**src/rtl/udp_tx_arbiter.sv**
```systemverilog
// udp_tx_arbiter: shares the UDP TX port between two frame sources.
// Startup ARP, round-robin grant, request/ack handshake, one-frame drain.
module udp_tx_arbiter #(
  parameter int CH0_LEN     = 512,
  parameter int CH1_LEN     = 512,
  parameter int START_DLY   = 125_000_000,
  parameter int ACK_TIMEOUT = 1_000_000,
  parameter int IFG_CYC     = 16
) (
  input  logic        rgmii_clk,
  input  logic        rstn,
  input  logic        ch0_frame_rdy,
  output logic        ch0_rd_en,
  input  logic [7:0]  ch0_rd_data,
  input  logic        ch1_frame_rdy,
  output logic        ch1_rd_en,
  input  logic [7:0]  ch1_rd_data,
  output logic        arp_req,
  output logic        app_data_request,
  output logic [15:0] app_data_length,
  output logic        app_data_in_valid,
  output logic [7:0]  app_data_in,
  input  logic        udp_send_ack,
  input  logic        mac_send_end,
  output logic        grant_ch,
  output logic        busy,
  output logic        ack_timeout_err
);

  typedef enum logic [2:0] {
    S_STARTUP,
    S_ARP_REQ,
    S_ARP_WAIT,
    S_ARB,
    S_REQ,
    S_DATA,
    S_END_WAIT,
    S_GAP
  } state_t;

  localparam logic [31:0] START_LAST = 32'(START_DLY - 1);
  localparam logic [31:0] ACK_LAST   = 32'(ACK_TIMEOUT - 1);
  localparam logic [31:0] GAP_LAST   = 32'(IFG_CYC - 1);
  localparam logic [15:0] LEN0       = 16'(CH0_LEN);
  localparam logic [15:0] LEN1       = 16'(CH1_LEN);

  state_t      state;
  logic [31:0] cnt;
  logic [15:0] byte_cnt;
  logic        last_grant;
  logic        rd_en_d1;
  logic        pick1;

  // ch1 wins alone, or on a tie when ch0 had the last grant
  always_comb begin
    pick1 = ch1_frame_rdy && (!ch0_frame_rdy || !last_grant);
  end

  always_ff @(posedge rgmii_clk or negedge rstn) begin
    if (!rstn) begin
      state            <= S_STARTUP;
      cnt              <= '0;
      byte_cnt         <= '0;
      last_grant       <= 1'b1;
      arp_req          <= 1'b0;
      app_data_request <= 1'b0;
      app_data_length  <= '0;
      grant_ch         <= 1'b0;
      busy             <= 1'b0;
      ack_timeout_err  <= 1'b0;
      ch0_rd_en        <= 1'b0;
      ch1_rd_en        <= 1'b0;
    end else begin
      arp_req <= 1'b0;
      unique case (state)
        S_STARTUP: begin
          if (cnt == START_LAST) begin
            cnt     <= '0;
            arp_req <= 1'b1;
            state   <= S_ARP_REQ;
          end else begin
            cnt <= cnt + 32'd1;
          end
        end
        S_ARP_REQ: state <= S_ARP_WAIT;
        S_ARP_WAIT: begin
          if (mac_send_end) state <= S_ARB;
        end
        S_ARB: begin
          if (ch0_frame_rdy || ch1_frame_rdy) begin
            grant_ch         <= pick1;
            last_grant       <= pick1;
            app_data_length  <= pick1 ? LEN1 : LEN0;
            app_data_request <= 1'b1;
            busy             <= 1'b1;
            cnt              <= '0;
            state            <= S_REQ;
          end
        end
        S_REQ: begin
          if (udp_send_ack) begin
            app_data_request <= 1'b0;
            byte_cnt         <= '0;
            ch0_rd_en        <= !grant_ch;
            ch1_rd_en        <= grant_ch;
            state            <= S_DATA;
          end else if (cnt == ACK_LAST) begin
            app_data_request <= 1'b0;
            busy             <= 1'b0;
            ack_timeout_err  <= 1'b1;
            arp_req          <= 1'b1;
            cnt              <= '0;
            state            <= S_ARP_REQ;
          end else begin
            cnt <= cnt + 32'd1;
          end
        end
        S_DATA: begin
          if (byte_cnt == app_data_length - 16'd1) begin
            ch0_rd_en <= 1'b0;
            ch1_rd_en <= 1'b0;
            state     <= S_END_WAIT;
          end else begin
            byte_cnt <= byte_cnt + 16'd1;
          end
        end
        S_END_WAIT: begin
          // hold off until the last byte has left the delay line
          if (mac_send_end && !rd_en_d1 && !app_data_in_valid) begin
            busy  <= 1'b0;
            cnt   <= '0;
            state <= S_GAP;
          end
        end
        S_GAP: begin
          if (cnt == GAP_LAST) begin
            cnt   <= '0;
            state <= S_ARB;
          end else begin
            cnt <= cnt + 32'd1;
          end
        end
        default: state <= S_STARTUP;
      endcase
    end
  end

  always_ff @(posedge rgmii_clk or negedge rstn) begin
    if (!rstn) begin
      rd_en_d1          <= 1'b0;
      app_data_in_valid <= 1'b0;
      app_data_in       <= '0;
    end else begin
      rd_en_d1          <= ch0_rd_en | ch1_rd_en;
      app_data_in_valid <= rd_en_d1;
      app_data_in       <= grant_ch ? ch1_rd_data : ch0_rd_data;
    end
  end

endmodule

```
**config.mk**
```make
export PLATFORM = sky130hd
export DESIGN_NAME = udp_tx_arbiter
export DESIGN_NICKNAME = d
export VERILOG_FILES = /design/src/rtl/udp_tx_arbiter.sv
export SDC_FILE = /design/constraint.sdc
export NUM_CORES = 1
export LEC_CHECK = 0
export CORE_MARGIN = 2
export CORE_UTILIZATION = 34
export CTS_CLUSTER_DIAMETER = 120
export CTS_CLUSTER_SIZE = 25
export DETAILED_ROUTE_END_ITERATION = 12
export SYNTH_ARGS = -nofsm -noshare
export SYNTH_HDL_FRONTEND = slang
export SYNTH_SLANG_ARGS = --single-unit
```
**constraint.sdc**
```tcl
create_clock -name rgmii_clk -period 3.3 [get_ports rgmii_clk]
set_input_delay 0.66 -clock rgmii_clk [delete_from_list [all_inputs] [get_ports rgmii_clk]]
set_output_delay 0.66 -clock rgmii_clk [all_outputs]
set_load 0.01 [all_outputs]
```
### After elaboration in Yosys (flattened, before gate mapping)

Cells that the tools add are included.

* register bits: 70
* input bits: 22
* output and inout bits: 32
* word-level logic and storage cells: 101

* $add $sub $neg: 3
* equal/unequal tests: 22
* mux-type cells: 36
* bitwise operators: 2
* reductions and logical operators: 23

Operators by type and width (number)
* 2-to-1 mux 32 bit: 6
* case mux 32 bit (5 select lines): 1
* adder 32 x 1 -> 32 bit, second input constant: 1
* equality test 32 x 20 -> 1 bit, second input constant: 1
* equality test 32 x 27 -> 1 bit, second input constant: 1
* equality test 32 x 4 -> 1 bit, second input constant: 1
* 2-to-1 mux 16 bit: 2
* case mux 16 bit (2 select lines): 1
* 2-to-1 mux 3 bit: 8
* case mux 3 bit (8 select lines): 1
* != test 2 bit, second input constant: 10
* adder 16 x 1 -> 16 bit, second input constant: 1
* equality test 16 bit: 1
* equality test 3 bit, second input constant: 4
* AND reduction 3 bit: 4
* 2-to-1 mux 1 bit: 11
* subtractor 10 x 1 -> 11 bit, second input constant: 1
* 2-to-1 mux 8 bit: 1
* case mux 1 bit (2 select lines): 4
* AND reduction 7 bit: 1
* equality test 3 x 2 -> 1 bit, second input constant: 2
* logical NOT 1 bit: 5
* AND reduction 5 bit: 1
* nonzero test 5 bit: 1
* 12 further kinds: 16

### Longest topological paths before layout

* depth after elaboration: 5
* mapped depth: 9

### Worst setup path before layout

No wires, ideal clock.

* kind: input port to flip-flop
* start point: in mac_send_end
* end point: reg cnt[30]
* library setup time: 0.078 ns
* arrival: 2.330 ns
* path slack: 0.893 ns
* stages on the path: 6
* cells stage by stage: or3b_1 > a22o_1 > a211oi_4 > nand3_4 > or4_1 > a21oi_1

* word-level cells in the longest chain between the ends: 4

RTL lines
* start: declaration: line 24 `input logic mac_send_end,`
* logical AND 1 bit (2 in series): line 129 `if (mac_send_end && !rd_en_d1 && !app_data_in_valid) begin`
* != test 2 bit (no line)
* AND reduction 4 bit (no line)
* end signal: assignment: line 82 `cnt <= cnt + 32'd1;`
* end signal: assignment: line 115 `cnt <= cnt + 32'd1;`
* end signal: assignment: line 140 `cnt <= cnt + 32'd1;`
* end: declaration: line 48 `logic [31:0] cnt;`

Every way passes these cells.
A chain may end at the register's enable or synchronous reset.

### Worst setup path after layout

Ends and elaborated chain as after synthesis.

==> results.md <==
* Vias per inst at 5.344
* RSZ-0062 raised after global routing: false
* Remaining antenna violation count at 0
* Outcome: finished, final reports clean
* Largest net degree at the start of global routing at 34
* Global placer's final weighted congestion at 0.8046
* H-tree depth at 3
* Ant diodes at 0
* Nets at 493
* Later-pin clock latency in the skew report at 0.33 ns
* Final Cycle Share at 80.56%
* Startpoint types: input pin
* Worst Path Buf+Inv at 1
* Mapped Area at 3959 µm²
* Initial Utilization at 34.82%
* Library cells used by synthesis at 67
* Number of global-route vias before repair at 3190
* Final Setup Violations at 0
* Register bit count reported by yosys at 70
* Avg Cell Area, Syn at 9.228 µm²
* WL final at 9186 µm
* Crit path max-delay family: simple AND/OR/NAND/NOR gates
* Min-Delay Path Class: in2async
* Die Wd at 111.9 µm
* Crit end category: flop
* HPWL Detailed at 6619 µm
* Vias at 3297
* CTS tree: done
* Post-synth EDFFs at 0
* Yosys Warn Count at 0
* Area after DPL at 4448 µm²
* Critical Path RT at 3.56 ns
* CP Launch Point: mac_send_end
* Fraction of registers with async set/reset at 100.0%
* Max-cap viol count at 0
* Post-route minimum period at 2.658 ns
* Die area at 12520 µm²
* Worst Tran Pin Value at 0.6895 ns
* Static Leak at 1.955 nW
* Design area at 4710 µm²
* Critical Path Max Stage Delay at 0.50 ns
* Drt first pass iters at 5
* Reg2reg start: cnt[28]
* Reg clk slew, reported paths at 0.05 ns
* Crit path DAT at 2.92 ns
* Number of clock sinks at 70
* Seq/Total Area, Yosys at 44.28%
* Worst-path cell chain: clkdlybuf4s50_1 > or3b_1 > a22o_1 > a211oi_4 > nand3_4 > or4_1 > a21oi_1
* Worst Skew at 0.009900 ns
* Filler Cells Inserted at 1130
* # DRC at 0
* Post CTS Setup Buffer Count at 0
* Fmax at 376.2 MHz
* First-pass GRT wire length at 15480 µm
* Post-Synthesis Cells at 429
* CTS buffer count at 9
* Initial antenna violation count at 0
* Clock Tree Buf Depth at 2
* Post-DR wirelength/cell at 14.89 µm
* Power per Cell Area at 381.0 nW/µm²
* Slew Limit Fails at 0
* Main flop type after synthesis: dfrtp_1
* Die extent in y at 111.9 µm
* Crit path max fanout at 7
* Row count at 39
* Hold Buf Count CTS at 0
* Critical path type: in2reg
* Gr ovfl total at 0
* Core Area at 11370 µm²
* Ports at 54
* Worst rel slew slack at 53.99%
* Share of layout cells above drive strength 1 at 10.34%
* Gr usage total at 15.17%
* Slowest-stage cell, CP: clkdlybuf4s50_1
* Port-buffer cells at 38
* Resize count post-CTS at 0
* Area growth syn-to-layout at 18.96%
* Hold Vio Cnt, Final at 0
* Maximum vdd ir drop at 0.2945 mV
* Clock root buffer master: clkbuf_16
* Setup TNS at 0 ns
* Initial DRC Count at 225
[final timing paths]
path	depth (start not counted)	end	slack (ns)
setup / recovery	7	cnt[30]	0.64
hold / removal	1	app_data_in[5]	0.17
setup reg to reg	6	cnt[15]	0.75
hold reg to reg	0	app_data_in_valid	0.44
max in group asynchronous	2	cnt[10]	2.43
min in group rgmii_clk	0	app_data_in_valid	0.44
[synth_stat cells, drive strengths merged, types with 4 or more instances]
cell type / n / area, µm²
nand3: 27 / 152.7
nor4: 10 / 77.57
buf: 25 / 166.4
a21oi: 11 / 55.05
o21ai: 25 / 125.1
dfrtp: 69 / 1727
xor2: 20 / 175.2
o31ai: 5 / 37.54
or3: 6 / 37.54
and2: 5 / 31.28
nand4: 17 / 112.6
mux2: 8 / 90.09
or4: 6 / 48.80
a22o: 9 / 78.83
a21o: 12 / 91.34
or2: 4 / 25.02
nor2: 48 / 182.7
nand2: 44 / 165.2
and3: 11 / 68.82
inv: 7 / 26.27
clkbuf: 9 / 33.78
[final cells by class]
type	instances	area, µm²	area share, %
Sequential cell	70	1753	37.22
Timing Repair Buffer	49	457.9	9.724
Inverter	7	26.28	0.5579
Tap cell	143	178.9	3.799
Clock inverter	4	25.02	0.5313
Clock buffer	12	236.5	5.021
Multi-Input combinational cell	332	2032	43.15
[placed cells by master, fill, tap and decap left out, types with 3 or more instances in the layout]
cell type / netlist / routed
a21o_1: 11 / 11
a21oi_1: 11 / 11
a22o_1: 9 / 9
and2_1: 5 / 5
and3_1: 11 / 11
and4_1: 3 / 3
buf_4: 15 / 11
clkbuf_1: 9 / 3
clkbuf_16: 0 / 9
clkdlybuf4s50_1: 0 / 37
conb_1: 1 / 15
dfrtp_1: 69 / 69
inv_1: 6 / 6
mux2_2: 8 / 8
nand2_1: 44 / 44
nand2b_1: 3 / 3
nand3_1: 25 / 25
nand4_1: 16 / 16
nor2_1: 47 / 47
nor4_1: 9 / 9
o211ai_1: 3 / 3
o21ai_0: 25 / 25
o22ai_1: 3 / 3
o31ai_1: 5 / 5
or2_2: 4 / 4
or3_1: 6 / 6
or4_1: 5 / 5
xor2_1: 20 / 20
[through the flow]
step	util (%)	instances	hold WS (ns)	worst slack (ns)	total power, mW
3_3_place_gp	39.12	601	0.4253	0.3291	0.9519
2_1_floorplan	-	443	0.3629	0.8928	0.9100
3_5_place_dp	39.12	601	0.4132	0.2893	0.9534
5_1_grt	41.42	617	0.1897	0.4405	1.864
4_1_cts	41.42	617	0.1739	0.6300	1.821
6_report	41.42	617	0.1735	0.6416	1.794
[worst reg2reg max path, delay by kind of cell, from the launching register on]
kind	cells	cell delay [ns]
compound gates	3	1.11
simple gates	3	0.93
flops	1	0.40
[metal layers]
metal / global-route usage (%) / vias up / share of wire [%]
met5: 0 / - / 0
met2: 25.21 / 59 / 49
met4: 4.856 / 0 / 1.3
li1: - / 1615 / -
met3: 3.974 / 14 / 3.9
met1: 19.34 / 1609 / 46
[state kept, by name (all words and copies together) (netlist names), 3 cells and up]
signal / cells
app_data_in: 8
byte_cnt: 16
cnt: 32
state: 3
[cell families (layout without fill, tap and decap cells)]
family	Yosys count	count (layout)	synth area share, %
other	1	15	0.09473
DFF	70	70	44.28
and+or+nand+nor	197	197	26.68
muxes	8	8	2.276
adders and majority gates	2	2	0.6320
AOI/OAI and AO/OA	89	89	15.68
buffers and inverters	41	72	5.720
xor gates and xnor gates	21	21	4.646
[power breakdown]
group	total [mW]	leakage [nW]	internal, mW	switching [mW]
sequential	0.865	0.837	0.864	0.00123
combinational	0.0714	0.995	0.0352	0.0362
clock	0.858	0.123	0.506	0.352
Power figures use the tool's default switching activity.
